**src/rtl/dmem_arbiter.sv**
```systemverilog
// dmem_arbiter: CPU-priority arbiter for the single-port data RAM with VGA starvation guard
module dmem_arbiter #(
  parameter int          STARVE_MAX = 4,
  parameter logic [31:0] ADDR_LIMIT = 32'h0000_2000
) (
  input  logic        clk,
  input  logic        reset,
  input  logic        cpu_req,
  input  logic        cpu_we,
  input  logic [31:0] cpu_a,
  input  logic [31:0] cpu_wd,
  output logic        cpu_stall,
  output logic        cpu_rvalid,
  output logic [31:0] cpu_rd,
  input  logic        vga_req,
  input  logic [31:0] vga_a,
  output logic        vga_gnt,
  output logic        vga_rvalid,
  output logic [31:0] vga_rd,
  output logic        ram_we,
  output logic [31:0] ram_a,
  output logic [31:0] ram_wd,
  input  logic [31:0] ram_rd,
  output logic        oob_err
);
  typedef enum logic [1:0] {NONE, CPU, VGA} owner_t;
  localparam logic [3:0] SMAX = 4'(STARVE_MAX);
  owner_t state, state_n;
  logic [3:0] streak, streak_n;
  logic oob, cpu_win, vga_win, in_range;
  logic [31:0] addr;
  always_comb begin
    cpu_win = ~reset & cpu_req & (~vga_req | (streak < SMAX));
    vga_win = ~reset & vga_req & ~cpu_win;
    addr = cpu_win ? cpu_a : vga_win ? vga_a : 32'h0;
    in_range = addr < ADDR_LIMIT;
    state_n = (cpu_win & ~cpu_we) ? CPU : vga_win ? VGA : NONE;
    streak_n = (~vga_req | vga_win) ? 4'd0 : (cpu_win && streak < SMAX) ? streak + 4'd1 : streak;
    cpu_stall = cpu_req & ~cpu_win & ~reset;
    vga_gnt = vga_win;
    ram_a = in_range ? addr : 32'h0;
    ram_wd = cpu_wd;
    ram_we = cpu_win & cpu_we & in_range;
    // gating by reset discards a response that is in flight when reset arrives
    cpu_rvalid = ~reset & (state == CPU);
    vga_rvalid = ~reset & (state == VGA);
    cpu_rd = (cpu_rvalid & ~oob) ? ram_rd : 32'h0;
    vga_rd = (vga_rvalid & ~oob) ? ram_rd : 32'h0;
  end
  always_ff @(posedge clk) begin
    if (reset) begin
      state <= NONE;
      streak <= 4'd0;
      oob <= 1'b0;
      oob_err <= 1'b0;
    end else begin
      state <= state_n;
      streak <= streak_n;
      oob <= ~in_range;
      if ((cpu_win | vga_win) & ~in_range) oob_err <= 1'b1;
    end
  end
endmodule

```
**config.mk**
```make
export PLATFORM = sky130hd
export DESIGN_NAME = dmem_arbiter
export DESIGN_NICKNAME = d
export VERILOG_FILES = /design/src/rtl/dmem_arbiter.sv
export SDC_FILE = /design/constraint.sdc
export NUM_CORES = 1
export LEC_CHECK = 0
export ABC_AREA = 1
export BUFFER_PORTS_ARGS = -buffer_cell sky130_fd_sc_hd__buf_2
export CORE_AREA = 2 2 103 105
export DETAILED_ROUTE_END_ITERATION = 7
export DIE_AREA = 0 0 105 107
export GPL_ROUTABILITY_DRIVEN = 0
export PLACE_DENSITY_LB_ADDON = 0.08
export SYNTH_ARGS = -nofsm -noshare
export SYNTH_HDL_FRONTEND = slang
export SYNTH_SLANG_ARGS = --single-unit
```
**constraint.sdc**
```tcl
create_clock -name clk -period 2.26 [get_ports clk]
set_clock_uncertainty 0.2 [all_clocks]
set_input_delay 0 -clock clk [delete_from_list [all_inputs] [get_ports clk]]
set_output_delay 0 -clock clk [all_outputs]
set_load 0.02 [all_outputs]
```
After elaboration in Yosys (flattened, before gate mapping)
Index checks and enable logic that the tools add are counted.

storage, ports and cells
  register bits = 8
  bits in latches = 0
  memory bits (writable) = 0
  ROM bits = 0
  bits of input ports = 133
  memories kept = 0

cells by class
  $add $sub $neg = 1
  $mul = 0
  divide/modulo/power cells = 0
  $lt $le $gt $ge = 2
  equality and inequality tests = 2
  shift operators = 0
  muxes and demuxes = 7
  bitwise operators = 23
  reduce and logical (&&, ||, !) cells = 3

operator list
  cell                                                                    number
  32-bit 2-to-1 mux                                                       5
  32-bit by 14-bit < comparator with 1-bit output, second input constant  1
  1-bit AND                                                               14
  1-bit NOT                                                               6
  4-bit by 1-bit adder with 4-bit output, second input constant           1
  4-bit by 3-bit < comparator with 1-bit output, second input constant    1
  2-bit OR reduction                                                      2
  1-bit bitwise OR                                                        3
  2-bit by 1-bit equality test with 1-bit output, second input constant   1
  2-bit equality test, second input constant                              1
  2-bit 2-to-1 mux                                                        1
  1-bit logical AND                                                       1
  1-bit 2-to-1 mux                                                        1

Logic depth before layout (Yosys ltp)
  depth after elaboration = 10
  gate-level depth with buffers = 11

Worst setup path after synthesis
Ideal clock, no wire load.

  path type = reg2out
  start point = reg state[1]
  end point = out vga_rd[10]
  arrival = 1656 ps
  path slack = 404 ps
  stages on the path, launching flop included = 5
  buffers on the path = 1
  path through = dfxtp_1 -> nor3b_1 -> nand2_1 -> clkbuf_1 -> nor2_1

on the way
  word-level cells in the longest chain between the ends = 4

RTL lines
  element                 RTL line  RTL
  start, declared         28        owner_t state, state_n;
  start signal, assigned  57        state <= state_n;
  2-bit equality test     46        vga_rvalid = ~reset & (state == VGA);
  1-bit AND               46
  named net vga_rvalid    18        output logic vga_rvalid,
  1-bit AND               48        vga_rd = (vga_rvalid & ~oob) ? ram_rd : 32'h0;
  32-bit 2-to-1 mux       48
  end, declared           19        output logic [31:0] vga_rd,

The timed path passes the listed nets, and every way through them passes these cells.

Final worst setup path
  start point = in vga_req
  end point = out ram_we

on the way
  word-level cells in the longest chain between the ends = 9
  elaborated cells on any way between the ends = 11
  those cells by class = 1 x order compare; 2 x mux; 8 x bitwise

RTL lines
  element                                          RTL line  RTL
  start, declared                                  15        input logic vga_req,
  1-bit NOT                                        33        cpu_win = ~reset & cpu_req & (~vga_req | (streak < SMAX));
  1-bit bitwise OR                                 33
  1-bit AND                                        33
  1-bit NOT                                        34        vga_win = ~reset & vga_req & ~cpu_win;
  1-bit AND                                        34
  32-bit 2-to-1 mux (2 in a row)                   35        addr = cpu_win ? cpu_a : vga_win ? vga_a : 32'h0;
  32-bit by 14-bit < comparator with 1-bit output  36        in_range = addr < ADDR_LIMIT;
  1-bit AND (*)                                    43        ram_we = cpu_win & cpu_we & in_range;
  end, declared                                    20        output logic ram_we,

Every way passes the cells marked *; elsewhere a longest branch is shown, timed or not.

==> flow_summary_export.csv <==
group,metric,value,unit
clocking,cts_tree,"done",
routing,route.vias.total,2390,
logic_synthesis,synth.area.top_cells,"buf_4, nor2_1, nand2_1",
logic_synthesis,yosys.area_share.xor_xnor,0,%
logic_synthesis,yosysSeqAreaShare,9.20,%
sta,fin_crit_sh,93.3,%
routing,routed_via_density,3.68,
sta,fmax,0.474,GHz
worst_setup_path,critical_path.endpoint_type,"primary output",
final_layout,area_growth,71.9,%
logic_synthesis,synth_warnings,0,
routing,first_pass_iters,4,
logic_synthesis,synth_mux_area_share,0,%
grt,grtUsageMet3,2.43,%
grt,grt.met2_usage,21.5,%
logic_synthesis,ys_top_cells_by_count,"nor2_1, nand2_1, buf_4, inv_1, nor3_2",
routing,drc,0,
grt,grt_pass1_vias,2267,
sta,setup_slack,0.151,ns
clocking,clk_pin_slew_worst_paths,0.04,ns
clocking,clockBufferDepth,2,
routing,wl_per_cell,10.5,um
logic_synthesis,synth_area,1740,sq um
die,coreArea,10100,sq um
die,row_count,37,
final_layout,diodes,0,
routing,drtIter0Drc,87,
logic_synthesis,synth_fa_ha_area_share,0.718,%
logic_synthesis,synth.largest_area_cell,"buf_4",
grt,grt_max_degree,33,
run_status,outcome,"completed",
grt,top_usage_layer,"met2",
logic_synthesis,ys_seq_elements,8,
grt,grt_pass1_wl,10300,um
power_and_ir_drop,power_density,247,nW/um^2
die,dieArea,11200,sq um
run,maxCapViolations,0,
die,start_util,17.3,%
logic_synthesis,avgSynthCellArea,5.41,sq um
placement,post-place-cells,602,
power_and_ir_drop,p_total,0.000739,W
final_layout,drive_gt1_share,43.8,%
sta,slew_viol_final,0,
clocking,cts_max_level,1,
logic_synthesis,synthCells,322,
routing,postRouteAntennaNets,0,
logic_synthesis,synth_edf_count,0,
sta,period_minus_slack,2.11,ns
worst_setup_path,worstPathMaxFanout,14,
clocking,cts_num_sinks,8,
logic_synthesis,synth_top_family_by_area,"simple AND/OR/NAND/NOR gates",
logic_synthesis,ys_async_sr_fraction,0,%
clocking,post-cts-setup-buffers,0,
grt,use_met1,11.9,%
clocking,clk_latency,0.23,ns
logic_synthesis,synth_top_area_share,22.4,%
logic_synthesis,synth.distinct_cells,25,
logic_synthesis,synth_ff_type,"dfxtp_1",
power_and_ir_drop,peakVddDrop,79.2,uV
worst_setup_path,cp-start-kind,"primary input",
grt,antenna_found_initial,0,
die,boundaryPins,267,
die,die_w,105,um
power_and_ir_drop,p_leak,1.91,nW
logic_synthesis,yosysMostFrequentCell,"nor2_1",
worst_setup_path,crit_type,"in2out",
clocking,cts_root_buffer,"clkbuf_8",
placement,dp_hpwl,5440,um
hold_path,hp-class,"in2reg",
final_layout,fin_cells,650,
logic_synthesis,synth-compound-area-share,2.16,%
logic_synthesis,synth_simple_gate_area_share,49.4,%
worst_setup_path,required,2.06,ns
routing,wl,6840,um
die,die_height,107,um
sta,worst_hold_slack,0.0121,ns
sta,final-hold-violation-count,0,
final_layout,fin_nets,650,
clocking,cts_buffers,3,
worst_setup_path,cp_data_arrival_time,1.91,ns
placement,pre_cts_ws,0.293,ns
placement,io_buffers,183,
sta,finalSetupTns,0,ns
grt,grt_overflow,0,
sta,setup_violations,0,
sta,rsz0062_at_grt,"false",
grt,grt_util_all_layers,11.1,%
==> flip-flops by register name (all words and copies together) (netlist names) <==
register	cells
oob	1
oob_err	1
state	2
streak	4
==> stage by stage <==
| step | area (sq um) | util (%) |
|---|---|---|
| after CTS | 2970 | 29.5 |
| final | 2990 | 29.7 |
| after global placement | 2480 | 24.6 |
| after detailed placement | 2480 | 24.6 |
| after global routing | 2990 | 29.7 |
| after floorplan | 1810 | - |
==> final cells by class <==
cell class | count | area [sq um]
well taps | 136 | 170
fillers | 1158 | 7100
multi-input cells | 214 | 1000
clock buffers | 3 | 41.3
flip-flops and latches | 8 | 160
inverters | 55 | 206
repair buffers | 234 | 1410
==> report_power, final <==
group,internal [W],switching [W],total [W]
logic,0.000173,0.000245,0.000417
registers,0.000147,0.00000227,0.000150
clock network,0.000115,0.0000566,0.000172
==> cells in the final DEF (no fill, tap or decap), drive strengths merged <==
master and n:
dlygate4sd3 45, inv 55, nand4 2, nor2 87, o21ai 4, or2 1, conb 20, buf 189
nand3 14, nor3 15, nand2 67, dfxtp 8, ha 1, a21oi 2, clkbuf 3, nor3b 1
==> worst paths after layout <==
kind / end / slack, ns / start / cells after the start
hold reg to reg: streak[0] / 0.23 / streak[0] / 1
setup reg to reg: oob_err / 0.21 / streak[2] / 7
setup / recovery: ram_we / 0.15 / vga_req / 11
hold / removal: oob_err / 0.01 / vga_a[22] / 7
==> layer usage <==
metal  share of wire (%)  wire [um]
met1                  38       2630
met2                  51       3500
met3                 9.4        646
met4                0.95         65
met5                   0          0
==> logic make-up after synthesis <==
family	Yosys count
AND/OR/NAND/NOR	187
flip-flops	8
adder cells (fa/ha/maj)	1
other	1
buffers and inverters	119
AO/OA/AOI/OAI	6
==> critical path, stage by stage <==
cell and delay (ns):
buf_2 0.11, dlygate4sd3_1 0.58, o21ai_2 0.13, nand2_4 0.16
nand3_1 0.10, nand2_1 0.08, nor2_4 0.12, nand3_2 0.07
buf_4 0.20, nor3_1 0.15, buf_2 0.19
==> what timing repair did <==
item | in CTS | in global routing
gates resized for setup | 0 | 4
hold buffers | 45 | 0
setup endpoints to repair | 0 | 16
hold endpoints to repair | 39 | 0
Power figures use the tool's default switching activity.
